**src/rtl/sr_flop_bank.sv**
```systemverilog
// sr_flop_bank: a bank of WIDTH clocked set/reset flip-flops.
// When s and r are both high, MODE decides the outcome: hold, set, reset or toggle.
// The bank also provides:
//   - a clock enable,
//   - per-bit change pulses,
//   - sticky per-bit conflict flags,
//   - a saturating count of conflict cycles.
module sr_flop_bank #(
    parameter int               WIDTH   = 4,
    parameter int               MODE    = 0,
    parameter logic [WIDTH-1:0] RST_VAL = {WIDTH{1'b0}},
    parameter int               CNT_W   = 8
) (
    input  logic             clk,
    input  logic             rst,
    input  logic             en,
    input  logic [WIDTH-1:0] s,
    input  logic [WIDTH-1:0] r,
    input  logic             clr_err,
    output logic [WIDTH-1:0] q,
    output logic [WIDTH-1:0] qn,
    output logic [WIDTH-1:0] chg,
    output logic [WIDTH-1:0] conflict,
    output logic [CNT_W-1:0] conflict_cnt
);

    // ------------------------------------------------------------------
    // Elaboration-time parameter checks
    // ------------------------------------------------------------------
    if (MODE < 0 || MODE > 3) begin : g_bad_mode
        $error("sr_flop_bank: MODE must be 0..3");
    end

    if (WIDTH < 1) begin : g_bad_width
        $error("sr_flop_bank: WIDTH must be at least 1");
    end

    if (CNT_W < 1) begin : g_bad_cnt_w
        $error("sr_flop_bank: CNT_W must be at least 1");
    end

    // ------------------------------------------------------------------
    // Constants
    // ------------------------------------------------------------------
    localparam logic [1:0]       MODE_SEL = 2'(MODE);
    localparam logic [1:0]       MODE_HOLD   = 2'd0;
    localparam logic [1:0]       MODE_SET    = 2'd1;
    localparam logic [1:0]       MODE_RESET  = 2'd2;
    localparam logic [1:0]       MODE_TOGGLE = 2'd3;
    localparam logic [CNT_W-1:0] CNT_MAX  = {CNT_W{1'b1}};
    localparam logic [CNT_W-1:0] CNT_ONE  = CNT_W'(1);

    // ------------------------------------------------------------------
    // State and next-state signals
    // ------------------------------------------------------------------
    logic [WIDTH-1:0] q_reg;
    logic [WIDTH-1:0] q_next;
    logic [WIDTH-1:0] chg_reg;
    logic [WIDTH-1:0] conflict_reg;
    logic [WIDTH-1:0] conflict_next;
    logic [CNT_W-1:0] cnt_reg;
    logic [CNT_W-1:0] cnt_next;
    logic [WIDTH-1:0] both;
    logic             any_c;

    // Next value of one SR bit.
    // Enable is handled outside this function.
    function automatic logic sr_next(input logic cur, input logic set_req, input logic rst_req);
        logic nxt;
        nxt = cur;
        unique case ({set_req, rst_req})
            2'b10:   nxt = 1'b1;
            2'b01:   nxt = 1'b0;
            2'b11: begin
                unique case (MODE_SEL)
                    MODE_HOLD:   nxt = cur;
                    MODE_SET:    nxt = 1'b1;
                    MODE_RESET:  nxt = 1'b0;
                    MODE_TOGGLE: nxt = ~cur;
                    default:     nxt = cur;
                endcase
            end
            default: nxt = cur;
        endcase
        return nxt;
    endfunction

    // Bits that request set and reset in the same cycle.
    assign both = s & r;

    // Conflicts only count while the bank is enabled.
    // Several conflicting bits in one cycle still count as one conflict cycle.
    assign any_c = en & (|both);

    // ------------------------------------------------------------------
    // Per-bit update logic
    // ------------------------------------------------------------------
    for (genvar gi = 0; gi < WIDTH; gi++) begin : g_bit
        // Each bit resolves its own request.
        // With the enable low, the bit keeps its value.
        assign q_next[gi] = en ? sr_next(q_reg[gi], s[gi], r[gi]) : q_reg[gi];

        // Sticky flag.
        // A conflict in the same cycle as clr_err keeps the flag set.
        assign conflict_next[gi] = (conflict_reg[gi] & ~clr_err) | both[gi] & en;
    end

    // ------------------------------------------------------------------
    // Conflict-cycle counter
    // ------------------------------------------------------------------
    // clr_err takes priority over counting.
    // A new conflict in the clear cycle restarts the count at one.
    always_comb begin
        cnt_next = cnt_reg;
        if (clr_err) begin
            cnt_next = any_c ? CNT_ONE : '0;
        end else if (any_c && (cnt_reg != CNT_MAX)) begin
            cnt_next = cnt_reg + CNT_ONE;
        end
    end

    // ------------------------------------------------------------------
    // Registers
    // ------------------------------------------------------------------
    // State registers, asynchronously reset.
    // chg marks the bits that differ between the old and new q.
    always_ff @(posedge clk or posedge rst) begin
        if (rst) begin
            q_reg        <= RST_VAL;
            chg_reg      <= '0;
            conflict_reg <= '0;
            cnt_reg      <= '0;
        end else begin
            q_reg        <= q_next;
            chg_reg      <= q_next ^ q_reg;
            conflict_reg <= conflict_next;
            cnt_reg      <= cnt_next;
        end
    end

    // ------------------------------------------------------------------
    // Outputs
    // ------------------------------------------------------------------
    // qn is taken straight from q, so it adds no cycle of delay.
    assign q            = q_reg;
    assign qn           = ~q_reg;
    assign chg          = chg_reg;
    assign conflict     = conflict_reg;
    assign conflict_cnt = cnt_reg;

endmodule

```
**config.mk**
```make
export PLATFORM = sky130hd
export DESIGN_NAME = sr_flop_bank
export DESIGN_NICKNAME = d
export VERILOG_FILES = /design/src/rtl/sr_flop_bank.sv
export SDC_FILE = /design/constraint.sdc
export NUM_CORES = 1
export LEC_CHECK = 0
export BUFFER_PORTS_ARGS = -buffer_cell sky130_fd_sc_hd__buf_2
export CELL_PAD_IN_SITES_DETAIL_PLACEMENT = 0
export CELL_PAD_IN_SITES_GLOBAL_PLACEMENT = 1
export CORE_MARGIN = 3
export CORE_UTILIZATION = 25
export CTS_BUF_LIST = sky130_fd_sc_hd__clkbuf_4 sky130_fd_sc_hd__clkbuf_8
export DETAILED_ROUTE_END_ITERATION = 7
export PLACE_DENSITY = 0.56
export SKIP_CTS_REPAIR_TIMING = 1
export SYNTH_ARGS = -nofsm -noshare
export SYNTH_HDL_FRONTEND = slang
export SYNTH_SLANG_ARGS = --single-unit
```
**constraint.sdc**
```tcl
create_clock -name clk -period 2.7 [get_ports clk]
set_input_delay 0 -clock clk [delete_from_list [all_inputs] [get_ports clk]]
set_output_delay 0 -clock clk [all_outputs]
set_load 0.02 [all_outputs]
```
; Word-level counts from Yosys, hierarchy flattened
; Cells that the tools add are included.
[word_totals]
register_bits = 20
latchBits = 0
mem_bits_rw = 0
mem_bits_ro = 0
elab_cells = 45
memories = 0
[op_classes]
n_addsub = 1
mul = 0
div = 0
n_lt_le_gt_ge = 0
n_eq_ne = 9
n_shift = 0
n_mux = 11
bitwise = 17
reduce_logical = 3
[ops]
columns = operator, n
row1 = $mux 8, 2
row2 = $and 1x1->1, 9
row3 = $add 8x1->8 const B, 1
row4 = $eq 2x1->1 const B, 4
row5 = $eq 2x2->1 const B, 4
row6 = $ne 8x8->1 const B, 1
row7 = $pmux 1 s2, 4
row8 = $mux 1, 5
row9 = $and 4x4->4, 1
row10 = $not 4->4, 1
row11 = $or 1x1->1, 4
row12 = $reduce_or 4->1, 1
row13 = $xor 4x4->4, 1
row14 = $reduce_bool 2->1, 1
row15 = $logic_and 1x1->1, 1
row16 = $not 1->1, 1

; Depth between registers and ports, before layout
; Gate-level depths: netlist (run 1).
[logic_depth]
ltp_word = 6
depth_mapped = 5
ltp_nobuf = 5

; Least setup slack after synthesis (run 1)
; OpenSTA, ideal clock, no wires.
[synth_path]
kind = register -> register
from = reg cnt_reg[0], in the netlist conflict_cnt[0]
to = reg cnt_reg[1], in the netlist conflict_cnt[1]
setup_time_ps = 133
arrival_time_ps = 1371
t_required_ps = 2567
slack_ps = 1196
stages_incl_launch_ff = 6
synth_period_minus_slack_ps = 1504
cell_sequence = dfrtp_1 > ha_1 > nand3_1 > o21ai_0 > mux2i_1 > nor2_1
[synth_via]
elab_chain_len = 3
elab_cells_between_ends = 6
classes_between = add/sub: 1 / eq/ne: 1 / mux: 2 / reduce/logical: 2
[synth_lines]
columns = element, line
row1 = start: declaration, 61  ; logic [CNT_W-1:0] cnt_reg;
row2 = start signal: assignment, 137  ; cnt_reg <= cnt_next;
row3 = $add 8x1->8 or $ne 8x8->1 (tied branches), "118, 117"
row4 = $mux 8 or $logic_and 1x1->1 (tied branches), 117  ; end else if (any_c && (cnt_reg != CNT_MAX)) begin
row5 = $mux 8 or $reduce_bool 2->1 (tied branches), n/a
; Parallel ways exist; a longest one is shown, timed or not. The select of a mux whose other input is x is not followed.
; A chain may end at the register's enable or synchronous reset.

; Final worst setup path (run 1)
; Ends and elaborated chain as after synthesis.

==> reports/qor.yml, run 1 <==
worst_setup_path:
  path_class: "reg -> reg"
  cp_slowest_cell: "dfrtp_1"
  worstSetupEndpointType: "flop"
  rr_startpoint: "conflict_cnt[0]"
  rr_endpoint: "conflict_cnt[1]"
  start_kind: "flop"
  cp_max_fo: 7
  path_cells: "ha_1 > nand3_1 > o21ai_0 > mux2i_1 > nor2_1"
  cpPeakStageDelay_ns: 0.43
  required_ns: 2.84
  r2r_cells: 5
  rrSetupSlack_ns: 1.18
  arrival_ns: 1.66
logic_synthesis:
  synth.distinct_cells: 31
  seq_area_frac_synth: 0.456
  synthCells: 105
  async_reset_ff_frac: 1.00
  synth-seq-cells: 20
  synth.net_count: 126
  synth_ff_type: "dfrtp_1"
  synth_area_um2: 1100
  synth_warnings: 0
  avgSynthCellArea_um2: 10.5
  synth-edff-count: 0
placement:
  place_hpwl_um: 1780
  port_buffers: 35
  place_area_um2: 1330
  place.gp.congestion: 0.741
  dp.cells: 188
  dpl_worst_slack_ns: 1.17
finish:
  synthToLayoutAreaGrowth_pct: 28.3
  layout.cells.non_filler: 193
  drive_gt1_frac: 0.343
  largest_reg_flops: 8
  mostFrequentLayoutCell: "buf_2"
  final_area_um2: 1410
  antenna_cells: 0
  final_nets: 165
  layout_common_cells: "buf_2, dfrtp_1, inv_1"
drt:
  drt_iter0_drc: 28
  drtAntennaViolNets: 0
  postRouteWirelength_um: 2350
  drc: 0
  avgRoutedWirePerCell_um: 12.2
  drtPass1Iterations: 4
  avgViaCountPerCell: 4.36
  vias: 842
worst_hold_path:
  hold_class: "in -> reg"
  min_to: "conflict[2]"
  holdPathStages: 3
  hp-start: "en"
die:
  die_h_um: 72.3
  design.die.area_um2: 5220
  fp.dieW_um: 72.3
  ios: 36
  fp.coreArea_um2: 4120
  start_util: 0.267
  row_count: 23
sta:
  period_needed_ns: 1.52
  maxSlewViolCount: 0
  layout_setup_ws_ns: 1.18
  rsz0062_at_grt: "false"
  worst_pin_slew_ns: 0.789
  tns_ns: 0
  post-route-period-util: 0.563
  clock.fmax_ghz: 0.657
  skew_ns: 0.00623
  whs_ns: 0.0760
  max_slew_margin: 0.474
  finalSetupViolCount: 0
  final-hold-violation-count: 0
flow_run:
  drv_cap: 0
power:
  peakVddDrop_mv: 0.250
  p_leak_nw: 0.744
  power_density_nw_per_um2: 573
grt:
  grtUsageTotal: 0.0904
  grt_max_degree: 21
  grt_pass1_vias: 789
  antenna_found_initial: 0
  grt_overflow: 0
  grt_first_pass_wirelength_um: 3730
run_status:
  status: "finished clean"
clock_tree:
  clockBufferDepth: 2
  cts.sinks: 20
  clkSlewWorstSetupHoldPaths_ns: 0.08
  cts_buffers: 3
  root_buffer: "clkbuf_8"
  cts_tree: "done"
  cts_max_level: 1
  insertion_delay_ns: 0.26
-- per-stage QoR --
step | power (mW) | util
detailed placement | 0.516 | 0.322
floorplan | 0.455 | -
global route | 0.853 | 0.342
global placement | 0.511 | 0.322
finish | 0.806 | 0.342
CTS | 0.823 | 0.340
-- power breakdown --
part	internal [mW]	leakage (nW)	switching [mW]
sequential	0.323	0.267	0.0193
clock	0.198	0.0357	0.103
combinational	0.0650	0.441	0.0989
-- metal layers --
| layer | vias up | wire length [um] | part of all wire | GRT usage |
|---|---|---|---|---|
| met2 | 12 | 1180 | 0.50 | 0.151 |
| met3 | 2 | 81 | 0.034 | 0.0152 |
| met1 | 396 | 1060 | 0.45 | 0.115 |
| met5 | - | 0 | 0 | 0 |
| met4 | 0 | 30 | 0.013 | 0.0376 |
| li1 | 432 | - | - | - |
-- cells in the mapped netlist, types with 2 or more instances --
master,number,area [um2]
dfrtp_1,20,500
inv_1,14,52.6
ha_1,9,113
nand2_1,6,22.5
mux2_2,5,56.3
nand3_1,5,25.0
nor2_1,5,18.8
o21ai_0,5,25.0
nor2b_1,4,25.0
a21oi_1,3,15.0
and2_1,3,18.8
xor2_1,3,26.3
a211oi_2,2,25.0
and4_1,2,17.5
mux2i_1,2,20.0
nand2b_1,2,12.5
-- critical path, delay by kind of cell (launching register included) --
family	cells	cell delay [ns]
flops	1	0.43
simple gates	2	0.17
compound gates	1	0.28
fa+ha+maj	1	0.29
mux	1	0.22
-- cells by family (layout without fill, tap and decap cells) --
group	Yosys count	after routing	synth area share
adder cells (fa/ha/maj)	9	9	0.103
flip-flops	20	20	0.456
multiplexers	7	7	0.0696
AND/OR/NAND/NOR	34	34	0.178
AO/OA/AOI/OAI	15	15	0.106
XOR/XNOR	4	4	0.0319
buffers and inverters	16	54	0.0559
-- layout make-up --
| type | count | area (um2) |
|---|---|---|
| Timing Repair Buffer | 36 | 185 |
| Sequential cell | 20 | 500 |
| Clock inverter | 1 | 30.0 |
| Tap cell | 50 | 62.6 |
| Inverter | 14 | 52.6 |
| Fill cell | 439 | 2710 |
| Multi-Input combinational cell | 69 | 536 |
| Clock buffer | 3 | 41.3 |
-- worst max-delay path by stage --
stage | from | cells after the start | slack (ns) | to
2_1_floorplan | conflict_cnt[0] | 5 | 1.20 | conflict_cnt[1]
3_3_place_gp | s[0] | 6 | 1.19 | conflict_cnt[3]
6_report | conflict_cnt[0] | 5 | 1.18 | conflict_cnt[1]
5_1_grt | conflict_cnt[0] | 5 | 1.01 | conflict_cnt[1]
3_5_place_dp | s[0] | 6 | 1.17 | conflict_cnt[3]
4_1_cts | conflict_cnt[0] | 5 | 1.18 | conflict_cnt[1]
Power figures use the tool's default switching activity.
==> run 2, diff against run 1 <==
==> constraint.sdc (replaced) <==
create_clock -name clk -period 1.5 [get_ports clk]
set_input_delay 0 -clock clk [delete_from_list [all_inputs] [get_ports clk]]
set_output_delay 0 -clock clk [all_outputs]
set_load 0.02 [all_outputs]
==> reports/qor.yml, run 2 (synthesis gave the netlist of run 1 again) <==
run_status:
  status: "finished clean"
worst_setup_path:
  critPathTopFamily: "flip-flops"
  cpPeakStageDelay_ns: 0.44
  path_cells: "ha_1 > buf_4 > nand3_1 > mux2_2"
  required_ns: 1.65
  arrival_ns: 1.50
  rrSetupSlack_ns: 0.15
  cp.depth: 4
  start_kind: "flop"
  worstSetupEndpointType: "flop"
  crit_buf_inv: 1
  r2r_cells: 4
  cp_max_fo: 6
  cp_slowest_cell: "dfrtp_2"
  path_class: "reg -> reg"
clock_tree:
  cts_max_level: 1
  root_buffer: "clkbuf_8"
  clockBufferDepth: 2
  cts.sinks: 20
  cts_buffers: 3
  clkSlewWorstSetupHoldPaths_ns: 0.08
  cts_tree: "done"
  insertion_delay_ns: 0.26
die:
  ios: 36
  fp.coreArea_um2: 4120
  design.die.area_um2: 5220
  die_h_um: 72.3
  start_util: 0.267
  fp.dieW_um: 72.3
  row_count: 23
sta:
  final-hold-violation-count: 0
  maxSlewViolCount: 0
  worst_pin_slew_ns: 0.396
  rsz0062_at_grt: "false"
  post-route-period-util: 0.899
  whs_ns: 0.0768
  period_needed_ns: 1.35
  skew_ns: 0.00259
  max_slew_margin: 0.735
  clock.fmax_ghz: 0.741
  finalSetupViolCount: 0
drt:
  drt_iter0_drc: 34
  postRouteWirelength_um: 2430
  drtAntennaViolNets: 0
  vias: 862
  avgRoutedWirePerCell_um: 12.3
  drc: 0
  drtPass1Iterations: 4
  avgViaCountPerCell: 4.38
finish:
  antenna_cells: 0
  drive_gt1_frac: 0.367
  layout_common_cells: "buf_2, dfrtp_1, inv_1"
  synthToLayoutAreaGrowth_pct: 29.6
  mostFrequentLayoutCell: "buf_2"
  final_nets: 169
  largest_reg_flops: 8
  final_area_um2: 1420
grt:
  grt_max_degree: 15
  grt_pass1_vias: 843
  antenna_found_initial: 0
  grtUsageTotal: 0.102
  grt_first_pass_wirelength_um: 4110
  grt_overflow: 0
placement:
  place_hpwl_um: 1860
  place.gp.congestion: 0.798
  port_buffers: 35
  place_area_um2: 1360
worst_hold_path:
  hold_class: "in -> reg"
  holdPathStages: 3
flow_run:
  drv_cap: 0
power:
  power_density_nw_per_um2: 942
  p_leak_nw: 0.757
  peakVddDrop_mv: 0.343
[run 2: cell types whose count changed in the layout (fill, tap and decap cells not counted), sizes merged]
| cell | before | now |
|---|---|---|
| clkbuf | 3 | 4 |
| bufinv | 1 | 0 |
| buf | 35 | 39 |
[run 2: path summary, 6_finish.rpt]
kind | from | to
min in group asynchronous | rst | conflict_cnt[0]
worst min register to register | conflict[1] | conflict[1]
worst max-delay path | conflict_cnt[0] | conflict_cnt[4]
worst min-delay path | en | conflict[1]
max in group asynchronous | rst | conflict[3]
worst max register to register | conflict_cnt[0] | conflict_cnt[4]
[run 2: cell type report]
class | instances | area, um2
fill | 449 | 2690
multi-input combinational | 69 | 536
sequential | 20 | 502
timing repair buffer | 40 | 215
tap | 50 | 62.6
clock buffer | 4 | 55.1
inverter | 14 | 52.6
[run 2: layer usage]
layer,global-route usage,up-vias,share of wire
li1,-,441,-
met1,0.135,398,0.47
met2,0.152,21,0.46
met3,0.0222,2,0.050
met4,0.0605,0,0.016
met5,0,-,0
[run 2: per-stage QoR]
step | util | setup WS, ns | total power, mW | TNS, ns | cells
3_5_place_dp | 0.330 | -0.0489 | 0.932 | -0.0873 | 192
3_3_place_gp | 0.330 | -0.0159 | 0.927 | -0.0168 | 192
2_1_floorplan | - | 0.0129 | 0.820 | 0 | 105
4_1_cts | 0.343 | 0.123 | 1.36 | 0 | 196
6_report | 0.346 | 0.151 | 1.34 | 0 | 197
5_1_grt | 0.346 | 0.0879 | 1.43 | 0 | 197
[run 2: tightest hold or removal path, delay by kind of cell]
family / cells / cell delay [ns]
compound gates: 1 / 0.07
buf+inv: 1 / 0.16
simple gates: 1 / 0.07
[run 2: power by group]
part	switching [mW]	internal (mW)	leakage (nW)
clock	0.190	0.234	0.0288
sequential	0.0358	0.582	0.266
combinational	0.179	0.121	0.462
==> run 3, diff against run 2 <==
--- a/config.mk
+++ b/config.mk
@@ -9,10 +9,10 @@
 export CELL_PAD_IN_SITES_DETAIL_PLACEMENT = 0
 export CELL_PAD_IN_SITES_GLOBAL_PLACEMENT = 1
 export CORE_MARGIN = 3
-export CORE_UTILIZATION = 25
+export CORE_UTILIZATION = 35
 export CTS_BUF_LIST = sky130_fd_sc_hd__clkbuf_4 sky130_fd_sc_hd__clkbuf_8
 export DETAILED_ROUTE_END_ITERATION = 7
-export PLACE_DENSITY = 0.56
+export PLACE_DENSITY = 0.74
 export SKIP_CTS_REPAIR_TIMING = 1
 export SYNTH_ARGS = -nofsm -noshare
 export SYNTH_HDL_FRONTEND = slang
==> reports/qor.yml, run 3 (synthesis gave the netlist of run 1 again) <==
drt:
  drt_iter0_drc: 25
  drtAntennaViolNets: 0
  vias: 886
  avgViaCountPerCell: 4.61
  drc: 0
  avgRoutedWirePerCell_um: 11.6
  postRouteWirelength_um: 2220
  drtPass1Iterations: 4
sta:
  rsz0062_at_grt: "false"
  worst_pin_slew_ns: 0.443
  post-route-period-util: 0.890
  maxSlewViolCount: 0
  max_slew_margin: 0.704
  period_needed_ns: 1.34
  finalSetupViolCount: 0
  clock.fmax_ghz: 0.749
  skew_ns: 0.0109
  final-hold-violation-count: 0
placement:
  dp.cells: 187
  place_hpwl_um: 1800
  port_buffers: 35
  place_area_um2: 1370
  place.gp.congestion: 0.804
finish:
  synthToLayoutAreaGrowth_pct: 30.6
  layout.cells.non_filler: 192
  mostFrequentLayoutCell: "buf_2"
  final_area_um2: 1430
  antenna_cells: 0
  layout_common_cells: "buf_2, dfrtp_1, inv_1"
  final_nets: 172
  largest_reg_flops: 8
  post-route-util: 0.498
  drive_gt1_frac: 0.380
clock_tree:
  clockBufferDepth: 2
  root_buffer: "clkbuf_4"
  cts_buffers: 3
  insertion_delay_ns: 0.30
  cts_tree: "done"
  clkSlewWorstSetupHoldPaths_ns: 0.12
  cts_max_level: 1
  cts.sinks: 20
grt:
  grt_pass1_vias: 887
  grt_max_degree: 15
  grt_overflow: 0
  grtUsageTotal: 0.133
  antenna_found_initial: 0
  grt_first_pass_wirelength_um: 3760
worst_setup_path:
  cp_max_fo: 5
  path_class: "reg -> reg"
  start_kind: "flop"
  required_ns: 1.70
  arrival_ns: 1.54
  cpPeakStageDelay_ns: 0.42
  rrSetupSlack_ns: 0.16
  crit_buf_inv: 0
  cp_slowest_cell: "dfrtp_1"
  worstSetupEndpointType: "flop"
  path_cells: "and4_1 > a21oi_1 > nand3_1 > mux2_2"
  critPathTopFamily: "flip-flops"
run_status:
  status: "finished clean"
die:
  ios: 36
  design.die.area_um2: 3840
  row_count: 19
  fp.dieW_um: 62.0
  fp.coreArea_um2: 2880
  die_h_um: 62.0
  start_util: 0.381
flow_run:
  drv_cap: 0
power:
  peakVddDrop_mv: 0.519
  p_leak_nw: 0.771
  power_density_nw_per_um2: 947
  power.total_mw: 1.36
worst_hold_path:
  hold_class: "in -> reg"
-- run 3: changes by cell type in the layout (fill, tap and decap cells not counted), sizes merged --
cell	before	now
buf	39	42
bufinv	0	1
clkbuf	4	3
-- run 3: worst register-to-register path, cell delays in order, from the launching register on --
cell     delay [ns]
dfrtp_1        0.42
and4_1         0.30
a21oi_1        0.09
nand3_1        0.10
mux2_2         0.33
-- run 3: through the flow --
step	setup slack [ns]	hold WS (ns)	setup TNS (ns)
after floorplan	0.0129	-0.0362	0
after global placement	0.00451	0.0135	0
after detailed placement	-0.0371	0.0268	-0.0418
after CTS	0.109	-0.320	0
after global routing	0.0857	0.0541	0
final	0.164	0.00946	0
-- run 3: per-layer routing --
layer  GRT usage  share of wire  up-vias  wire [um]
met4      0.0545          0.014        0         31
met3      0.0351          0.054        4        120
li1            -              -      444          -
met1       0.163           0.46      413       1010
met2       0.220           0.47       25       1050
met5           0              0        -          0
-- run 3: area by class of cell --
type	instances	area, um2
Fill cell	281	1440
Inverter	14	52.6
Sequential cell	20	502
Multi-Input combinational cell	69	536
Timing Repair Buffer	43	238
Tap cell	42	52.6
Clock buffer	3	22.5
Clock inverter	1	30.0
-- run 3: power by group --
group	switching, mW	leakage (nW)	internal (mW)
sequential	0.0354	0.266	0.582
combinational	0.179	0.477	0.125
clock	0.165	0.0279	0.270
total	0.380	0.771	0.977
-- run 3: path summary, 6_finish.rpt --
| path | depth (start not counted) | startpoint | end |
|---|---|---|---|
| max | 4 | conflict_cnt[6] | conflict_cnt[4] |
| min | 3 | en | conflict[1] |
| max reg2reg | 4 | conflict_cnt[6] | conflict_cnt[4] |
| min reg2reg | 2 | conflict[2] | conflict[2] |
| max in group asynchronous | 4 | rst | q[2] |
| min in group asynchronous | 3 | rst | conflict_cnt[6] |
